--- src/rtl/xor_cipher_pkg.sv ---
`default_nettype none
// ============================================================================
//  Module      : xor_cipher_pkg
//  Description : Shared types and sizing helpers for the streaming XOR cipher.
//                Holds the controller state encoding plus constant functions
//                that derive beat counts and counter widths from parameters.
//  Revision    : 1.0 - initial release
// ============================================================================
package xor_cipher_pkg;

    typedef enum logic [1:0] {
        IDLE     = 2'd0,
        LOAD_KEY = 2'd1,
        READY    = 2'd2,
        STREAM   = 2'd3
    } state_t;

    // Number of DATA_W-wide beats needed to carry 'size' bits.
    function automatic int beats(input int size, input int lane_w);
        return size / lane_w;
    endfunction

    // Counter width able to hold the value n itself (one extra bit of headroom).
    function automatic int cnt_w(input int n);
        return $clog2(n) + 1;
    endfunction

endpackage : xor_cipher_pkg
`default_nettype wire

--- src/rtl/xor_key_schedule.sv ---
`default_nettype none
// ============================================================================
//  Module      : xor_key_schedule
//  Description : Key storage for the streaming XOR cipher. Shifts key lanes
//                in MSB-first, optionally rotates the working key after each
//                full key pass and restores it from a shadow copy at the end
//                of a message. Presents the key lane selected by lane_idx.
//  Ports       : clk/rst      - clock, synchronous active-high reset
//                load         - shift data_in into the key (one lane)
//                clear        - start a fresh key with this load beat
//                rotate       - rotate working key left by one bit
//                restore      - reload working key from the shadow copy
//                lane_idx     - lane to present on key_lane
//                data_in      - incoming key lane
//                key_lane     - currently selected key lane
//  Revision    : 1.0 - initial release
// ============================================================================
module xor_key_schedule #(
    parameter int DATA_W     = 1,
    parameter int KEY_SIZE   = 32,
    parameter int KEY_EVOLVE = 0,
    parameter int LANE_W     = 6
) (
    input  logic              clk,
    input  logic              rst,
    input  logic              load,
    input  logic              clear,
    input  logic              rotate,
    input  logic              restore,
    input  logic [LANE_W-1:0] lane_idx,
    input  logic [DATA_W-1:0] data_in,
    output logic [DATA_W-1:0] key_lane
);

    logic [KEY_SIZE-1:0] r_key;
    logic [KEY_SIZE-1:0] w_base;
    logic [KEY_SIZE-1:0] w_shifted;
    logic [KEY_SIZE-1:0] w_lane_sh;

    // A clearing load starts the key from zero so only this beat survives.
    assign w_base    = clear ? '0 : r_key;
    assign w_shifted = (w_base << DATA_W) | KEY_SIZE'(data_in);

    // Lane 0 is the most significant lane (the first one loaded).
    assign w_lane_sh = r_key << (lane_idx * DATA_W);
    assign key_lane  = w_lane_sh[KEY_SIZE-1 -: DATA_W];

    generate
        if (KEY_EVOLVE != 0) begin : g_evolve
            logic [KEY_SIZE-1:0] r_shadow;

            always_ff @(posedge clk) begin
                if (rst) begin
                    r_key    <= '0;
                    r_shadow <= '0;
                end else if (load) begin
                    r_key    <= w_shifted;
                    r_shadow <= w_shifted;
                end else if (restore) begin
                    r_key    <= r_shadow;
                end else if (rotate) begin
                    r_key    <= (r_key << 1) | (r_key >> (KEY_SIZE - 1));
                end
            end
        end else begin : g_static
            logic w_unused_evolve_ctl;
            assign w_unused_evolve_ctl = rotate ^ restore;

            always_ff @(posedge clk) begin
                if (rst) begin
                    r_key <= '0;
                end else if (load) begin
                    r_key <= w_shifted;
                end
            end
        end
    endgenerate

endmodule : xor_key_schedule
`default_nettype wire

--- src/rtl/xor_stream_cipher.sv ---
`default_nettype none
// ============================================================================
//  Module      : xor_stream_cipher
//  Description : Parametrised streaming XOR cipher. Loads a KEY_SIZE key one
//                DATA_W lane per beat, then XORs a MSG_SIZE message lane by
//                lane against the cyclically reused key. Output is registered
//                (one cycle latency) with start/end framing.
//  Ports       : iClk/iRst    - clock, synchronous active-high reset
//                iEn          - global enable, freezes all state when low
//                iData_in     - shared key/message input lane
//                iLoad_key    - key beat strobe
//                iLoad_msg    - message beat strobe
//                oData_out    - ciphertext lane
//                oValid       - oData_out valid
//                oStart/oEnd  - first/last ciphertext beat of a message
//                oKey_ready   - complete key held
//                oBusy        - message in progress
//  Revision    : 1.0 - initial release
// ============================================================================
module xor_stream_cipher
    import xor_cipher_pkg::*;
#(
    parameter int DATA_W     = 1,
    parameter int KEY_SIZE   = 32,
    parameter int MSG_SIZE   = 512,
    parameter int KEY_EVOLVE = 0
) (
    input  logic              iClk,
    input  logic              iRst,
    input  logic              iEn,
    input  logic [DATA_W-1:0] iData_in,
    input  logic              iLoad_key,
    input  logic              iLoad_msg,
    output logic [DATA_W-1:0] oData_out,
    output logic              oValid,
    output logic              oStart,
    output logic              oEnd,
    output logic              oKey_ready,
    output logic              oBusy
);

    localparam int c_key_beats = beats(KEY_SIZE, DATA_W);
    localparam int c_msg_beats = beats(MSG_SIZE, DATA_W);
    localparam int c_kcnt_w    = cnt_w(c_key_beats);
    localparam int c_mcnt_w    = cnt_w(c_msg_beats);
    localparam int c_lane_w    = cnt_w(c_key_beats);

    state_t                r_state;
    state_t                w_state_next;
    logic [c_kcnt_w-1:0]   r_key_cnt;
    logic [c_mcnt_w-1:0]   r_msg_cnt;
    logic [c_lane_w-1:0]   r_lane_idx;

    logic                  w_key_beat;
    logic                  w_key_last;
    logic                  w_key_clear;
    logic                  w_msg_beat;
    logic                  w_msg_last;
    logic                  w_lane_wrap;
    logic [DATA_W-1:0]     w_key_lane;

    logic                  w_valid_d;
    logic                  w_start_d;
    logic                  w_end_d;
    logic                  w_key_ready_d;
    logic                  w_busy_d;

    logic [DATA_W-1:0]     r_data_out;
    logic                  r_valid;
    logic                  r_start;
    logic                  r_end;
    logic                  r_key_ready;
    logic                  r_busy;

    // Key beats are refused while a message is in flight. In READY a key beat
    // takes priority over a simultaneous message beat, which is then dropped.
    assign w_key_beat  = iEn & iLoad_key & (r_state != STREAM);
    assign w_key_last  = w_key_beat & (r_key_cnt == c_kcnt_w'(c_key_beats - 1));
    assign w_key_clear = w_key_beat & (r_state == READY);
    assign w_msg_beat  = iEn & iLoad_msg &
                         ((r_state == STREAM) | ((r_state == READY) & ~iLoad_key));
    assign w_msg_last  = w_msg_beat & (r_msg_cnt == c_mcnt_w'(c_msg_beats - 1));
    assign w_lane_wrap = w_msg_beat & (r_lane_idx == c_lane_w'(c_key_beats - 1));

    xor_key_schedule #(
        .DATA_W     (DATA_W),
        .KEY_SIZE   (KEY_SIZE),
        .KEY_EVOLVE (KEY_EVOLVE),
        .LANE_W     (c_lane_w)
    ) u_key_schedule (
        .clk      (iClk),
        .rst      (iRst),
        .load     (w_key_beat),
        .clear    (w_key_clear),
        .rotate   (w_lane_wrap & ~w_msg_last),
        .restore  (w_msg_last),
        .lane_idx (r_lane_idx),
        .data_in  (iData_in),
        .key_lane (w_key_lane)
    );

    // ------------------------------------------------------------------
    // State register
    // ------------------------------------------------------------------
    always_ff @(posedge iClk) begin
        if (iRst) begin
            r_state <= IDLE;
        end else begin
            r_state <= w_state_next;
        end
    end

    // ------------------------------------------------------------------
    // Next-state logic (strobes already carry iEn, so a low iEn holds state)
    // ------------------------------------------------------------------
    always_comb begin
        w_state_next = r_state;
        case (r_state)
            IDLE, LOAD_KEY: begin
                if (w_key_beat) begin
                    w_state_next = w_key_last ? READY : LOAD_KEY;
                end
            end
            READY: begin
                if (w_key_beat) begin
                    w_state_next = w_key_last ? READY : LOAD_KEY;
                end else if (w_msg_beat) begin
                    w_state_next = w_msg_last ? READY : STREAM;
                end
            end
            STREAM: begin
                if (w_msg_last) begin
                    w_state_next = READY;
                end
            end
            default: w_state_next = IDLE;
        endcase
    end

    // ------------------------------------------------------------------
    // Output decode (values captured by the output registers)
    // ------------------------------------------------------------------
    always_comb begin
        w_valid_d     = w_msg_beat;
        w_start_d     = w_msg_beat & (r_msg_cnt == '0);
        w_end_d       = w_msg_last;
        w_key_ready_d = (w_state_next == READY) | (w_state_next == STREAM);
        w_busy_d      = (w_state_next == STREAM);
    end

    // ------------------------------------------------------------------
    // Counters
    // ------------------------------------------------------------------
    always_ff @(posedge iClk) begin
        if (iRst) begin
            r_key_cnt  <= '0;
            r_msg_cnt  <= '0;
            r_lane_idx <= '0;
        end else begin
            if (w_key_beat) begin
                r_key_cnt <= w_key_last ? '0 : r_key_cnt + c_kcnt_w'(1);
            end
            if (w_msg_beat) begin
                r_msg_cnt  <= w_msg_last ? '0 : r_msg_cnt + c_mcnt_w'(1);
                r_lane_idx <= (w_msg_last | w_lane_wrap) ? '0
                                                         : r_lane_idx + c_lane_w'(1);
            end
        end
    end

    // ------------------------------------------------------------------
    // Output registers; strobes drop to zero whenever no beat is accepted
    // ------------------------------------------------------------------
    always_ff @(posedge iClk) begin
        if (iRst) begin
            r_data_out  <= '0;
            r_valid     <= 1'b0;
            r_start     <= 1'b0;
            r_end       <= 1'b0;
            r_key_ready <= 1'b0;
            r_busy      <= 1'b0;
        end else begin
            r_valid <= w_valid_d;
            r_start <= w_start_d;
            r_end   <= w_end_d;
            if (w_msg_beat) begin
                r_data_out <= iData_in ^ w_key_lane;
            end
            if (iEn) begin
                r_key_ready <= w_key_ready_d;
                r_busy      <= w_busy_d;
            end
        end
    end

    assign oData_out  = r_data_out;
    assign oValid     = r_valid;
    assign oStart     = r_start;
    assign oEnd       = r_end;
    assign oKey_ready = r_key_ready;
    assign oBusy      = r_busy;

endmodule : xor_stream_cipher
`default_nettype wire

--- config.mk ---
export PLATFORM = sky130hd
export DESIGN_NAME = xor_stream_cipher
export DESIGN_NICKNAME = d
export VERILOG_FILES = /design/src/rtl/xor_cipher_pkg.sv /design/src/rtl/xor_key_schedule.sv /design/src/rtl/xor_stream_cipher.sv
export SDC_FILE = /design/constraint.sdc
export NUM_CORES = 1
export LEC_CHECK = 0
export CAP_MARGIN = 10
export CORE_UTILIZATION = 55
export CTS_BUF_LIST = sky130_fd_sc_hd__clkbuf_4 sky130_fd_sc_hd__clkbuf_8
export DETAILED_ROUTE_END_ITERATION = 6
export PLACE_DENSITY_LB_ADDON = 0.15
export SLEW_MARGIN = 20
export SYNTH_ARGS = -nofsm -noshare
export SYNTH_HDL_FRONTEND = slang
export SYNTH_HIERARCHICAL = 1
export SYNTH_SLANG_ARGS = --single-unit
--- constraint.sdc ---
create_clock -name iClk -period 2.5 [get_ports iClk]
set_input_delay 0.25 -clock iClk [delete_from_list [all_inputs] [get_ports iClk]]
set_output_delay 0.25 -clock iClk [all_outputs]
set_load 0.1 [all_outputs]
==> out/metrics.yaml, run 1 <==
cp-start-kind: "flip-flop"
crit_arrival_ns: 2.38
final_cells: 409
cts-resized-gates: 0
first_global_vias: 2144
netlist_area_sq_mm: 0.003037
dpl.cell_count: 394
cts-root-buf: "clkbuf_8"
cts.clk_slew.worst_paths_ns: 0.07
cts_setup_buffers: 0
regArea_sq_mm: 0.001241
avgSynthCellArea_sq_um: 9.286
p_comb_share_pct: 4.3
clkPwrFrac_pct: 42.1
outcome: "finished, final reports clean"
start_util_pct: 58.34
fin_setup_tns_ns: 0
multi_input_area_sq_mm: 0.001665
grt_pass1_wl_um: 10050
crit_path_end_kind: "flip-flop"
ir_worst_vdd_v: 0.0003851
grt_max_degree: 66
core-area_sq_mm: 0.005205
worst_path_max_delay_cell: "dfxtp_1"
dpl_worst_slack_ns: 0.3058
max-slew-margin-rel_pct: 64.46
yosysWarnings: 6
cts_buffers: 9
p_switching_uw: 434.5
drt_iter0_drc: 109
slew_violations: 0
dp_hpwl_um: 3840
rsz0062_at_grt: "no"
fin_ws_ns: 0.3740
areaGrowthSynthToFinish_pct: 10.30
cts_tree: "built"
whs_ns: 0.3699
ant_nets: 0
crit_chain: "mux4_2 > nor2b_4 > a2111oi_4 > a311oi_1 > xnor2_1 > a211oi_1"
period_minus_slack_ns: 2.126
first_pass_iters: 5
num_vias: 2326
power_density_mw_per_mm2: 554.8
clk_latency_ns: 0.34
rows: 26
wl_per_cell_um: 14.32
worstPathRequired_ns: 2.75
leakage_nw: 1.085
grt_antenna_before_repair: 0
gp_congestion: 0.8007
synthCells: 327
track_usage_pct: 21.99
port_buffers: 11
nNetsFinal: 345
max_stage_delay_ns: 0.56
worstMarginPinSlew_ns: 0.5330
clock_path_buffers: 2
finalSetupViolCount: 0
via_per_inst: 5.687
post-route-period-util_pct: 85.04
synthesis.nets: 337
chipWidth_um: 76.31
hold_path.class: "in -> reg"
ioPinCount: 12
sw_frac_of_total_pct: 23.38
clock-skew-final_ns: 0.007664
fmaxAchievable_ghz: 0.4704
cts.sinks: 62
fill_cells: 464
overflow: 0
hold_viol_final: 0
layout-drive-gt1-share_pct: 15.34
crit_type: "reg -> reg"
die-area_sq_mm: 0.005822
holdBufCountCts: 0
seq_power_share_pct: 53.6
diodes: 0
intPower_mw: 1.424
wirelength_um: 5857
crit_path_max_fanout: 7
die-height_um: 76.31
drc: 0
cap_viol_max_count: 0
cts_max_level: 3
## power by group through the flow
stage,clock (mW),combinational [mW],sequential (mW)
2_1_floorplan,0,0.0536,1.02
3_3_place_gp,0,0.0801,1.02
3_5_place_dp,0,0.0810,1.02
4_1_cts,0.808,0.0810,0.996
5_1_grt,0.845,0.0880,0.997
6_report,0.782,0.0802,0.996
## layer usage
| layer | routed length (um) | track usage [%] |
|---|---|---|
| met5 | 0 | 0 |
| met4 | 111 | 11.35 |
| met3 | 191 | 6.707 |
| met2 | 2699 | 31.44 |
| met1 | 2855 | 29.76 |
## final timing paths
| kind | start | endpoint | slack (ns) | cells past startpoint |
|---|---|---|---|---|
| worst max-delay path | r_lane_idx[1] | oData_out | 0.37 | 6 |
| worst min-delay path | iRst | r_msg_cnt[2] | 0.37 | 2 |
| worst max register to register | r_lane_idx[1] | oData_out | 0.37 | 6 |
| worst min register to register | u_key_schedule/r_key[31] | u_key_schedule/r_key[31] | 0.48 | 2 |
## critical path: cells and delay by family, from the launching register on
| family | cells | cell delay, ns |
|---|---|---|
| compound gates | 3 | 0.62 |
| xor+xnor | 1 | 0.15 |
| simple gates | 1 | 0.15 |
| flops | 1 | 0.56 |
| mux | 1 | 0.56 |
## cell type report
type	instances	share of cell area (%)
inverter	5	0.5603
multi-input combinational	238	49.72
sequential	62	37.06
tap	70	2.615
timing repair buffer	19	4.856
clock buffer	11	4.520
clock inverter	4	0.6724
## sequential cells by signal, indices dropped and copies added, names as in the netlist
signal and flops:
oBusy 1, oData_out 1, oEnd 1, oKey_ready 1, oStart 1, oValid 1, r_key_cnt 6, r_lane_idx 6
r_msg_cnt 10, r_state 2, u_key_schedule/r_key 32
## metrics by stage
| step | power [mW] | area, sq um | util (%) |
|---|---|---|---|
| finish | 1.858 | 3349 | 64.35 |
| global placement | 1.099 | 3176 | 61.01 |
| floorplan | 1.077 | 3037 | - |
| detailed placement | 1.100 | 3176 | 61.01 |
| CTS | 1.886 | 3349 | 64.35 |
| global route | 1.930 | 3349 | 64.35 |
## placed cells by master, fill, tap and decap left out, drive strengths merged, types with 2 or more instances in the layout
master	count
nand2	21
nand3b	32
dfxtp	62
nand4	3
a211oi	3
o21ai	2
nor3	8
nand2b	33
nor4	2
nor2	26
xor2	10
mux2i	4
clkinv	3
clkbuf	11
nor2b	2
mux4	7
a21oi	39
clkdlybuf4s50	4
xnor2	5
inv	5
nand3	11
a31oi	3
and3	3
or3	2
buf	15
o211ai	2
a2111oi	2
nand4b	2
ha	4
Note: power is estimated with default switching activity, not from simulation.
==> run 2, diff against run 1 <==
Settings changed: PLACE_DENSITY set to 0.77, PLACE_DENSITY_LB_ADDON 0.15 to not set.
==> run 2 against run 1 <==
  * Sequential cell count is the same
  * Largest cell class unchanged
  * Routed wire length shrank 3.2%
  * Sequential share of layout area shrank 0.61 points
  * Critical path depth is the same
  * Die area is the same
  * Clock skew is essentially flat
  * Maximum frequency grew 10%
  * First-iteration DRC count shrank 19%
  * Sequential power is essentially flat
  * Utilization grew 1.1 points
  * Highest routed layer unchanged
  * Register-to-register slack gained 0.19 ns
==> out/metrics.yaml, run 2 (synthesized netlist as in run 1, its figures left out) <==
power.total_mw: 2.054
cts.sinks: 62
cts-resized-gates: 0
crit_arrival_ns: 2.18
clock_path_buffers: 2
first_global_vias: 2143
r2r_slack_ns: 0.57
cts_buffers: 9
hold_viol_final: 0
dpl_worst_slack_ns: 0.3047
grt_max_degree: 66
top_register: "u_key_schedule/r_key"
final_common_cell: "dfxtp_1"
final_cell_mix: "dfxtp_1, a21oi_1, nand2b_1, nand3b_1, nor2_1"
clock-skew-final_ns: 0.007479
rr_worst_depth: 6
drc: 0
fill_cells: 435
cts.clk_slew.worst_paths_ns: 0.07
diodes: 0
via_per_inst: 5.689
post-route-period-util_pct: 77.27
max-slew-margin-rel_pct: 59.02
ant_nets: 0
whs_path_depth: 2
fin_ws_ns: 0.5683
cts_max_level: 3
die-height_um: 76.31
core-area_sq_mm: 0.005205
rsz0062_at_grt: "no"
finalSetupViolCount: 0
nNetsFinal: 346
whs_endpoint: "r_msg_cnt[2]"
start_util_pct: 58.34
rows: 26
dp_hpwl_um: 3680
track_usage_pct: 21.54
overflow: 0
cp-start-kind: "flip-flop"
num_vias: 2338
clk_latency_ns: 0.33
multi_input_area_sq_mm: 0.001665
min-delay-start: "iRst"
power_density_mw_per_mm2: 603.2
layout-drive-gt1-share_pct: 15.84
outcome: "finished, final reports clean"
first_pass_iters: 4
whs_ns: 0.4132
ir_worst_vdd_v: 0.0006123
worstMarginPinSlew_ns: 0.6147
ioPinCount: 12
dpl.cell_count: 395
worstPathRequired_ns: 2.75
cts_tree: "built"
r2r-end: "oData_out"
cap_viol_max_count: 0
areaGrowthSynthToFinish_pct: 12.16
leakage_nw: 1.116
hold_path.class: "in -> reg"
grt_pass1_wl_um: 10020
regArea_sq_mm: 0.001241
wirelength_um: 5667
crit_type: "reg -> reg"
crit_path_max_fanout: 4
final_cells: 411
grt_antenna_before_repair: 0
cts_setup_buffers: 0
largest_reg_flops: 32
crit_path_end_kind: "flip-flop"
fin_setup_tns_ns: 0
top_regs: "u_key_schedule/r_key (32), r_msg_cnt (10)"
slew_violations: 0
wl_per_cell_um: 13.79
fmaxAchievable_ghz: 0.5177
period_minus_slack_ns: 1.932
chipWidth_um: 76.31
r2r_start: "r_lane_idx[0]"
holdBufCountCts: 0
drt_iter0_drc: 88
gp_congestion: 0.8066
port_buffers: 11
die-area_sq_mm: 0.005822
cts-root-buf: "clkbuf_8"
run 2: how the worst max path moves through the flow:
stage / end / from / slack, ns / cells after the start
2_1_floorplan: oData_out / r_lane_idx[0] / 0.51 / 6
3_3_place_gp: oBusy / iEn / 0.36 / 6
3_5_place_dp: oBusy / iEn / 0.30 / 6
4_1_cts: oData_out / r_lane_idx[0] / 0.55 / 6
5_1_grt: oData_out / r_lane_idx[0] / 0.45 / 6
6_report: oData_out / r_lane_idx[0] / 0.57 / 6
run 2: cell type report:
type,instances,share of cell area [%]
Timing Repair Buffer,20,4.996
Sequential cell,62,36.44
Inverter,5,0.5511
Multi-Input combinational cell,238,48.90
Tap cell,70,2.572
Clock buffer,12,4.482
Clock inverter,4,2.057
run 2: layer usage:
| metal | track usage (%) | part of all wire [%] | wire [um] |
|---|---|---|---|
| met5 | 0 | 0 | 0 |
| met4 | 6.346 | 0.78 | 44 |
| met3 | 6.826 | 3.7 | 210 |
| met2 | 33.24 | 46 | 2601 |
| met1 | 28.82 | 50 | 2810 |
run 2: worst max-delay path: stages, from the launching register on:
cell       delay (ns)
dfxtp_1          0.33
buf_4            0.15
mux4_2           0.55
a2111oi_4        0.35
a311oi_1         0.10
xnor2_1          0.17
a211oi_1         0.22
run 2: per-stage QoR:
stage / instance area, sq um / utilization (%)
after global placement: 3183 / 61.15
after detailed placement: 3183 / 61.15
final: 3406 / 65.43
after global routing: 3406 / 65.43
after floorplan: 3037 / -
after CTS: 3406 / 65.43
run 2: report_power, final:
part / switching (mW) / total, mW / internal [mW]
clock: 0.369 / 0.976 / 0.608
sequential: 0.00421 / 0.996 / 0.992
combinational: 0.0521 / 0.0814 / 0.0293
total: 0.425 / 2.05 / 1.63
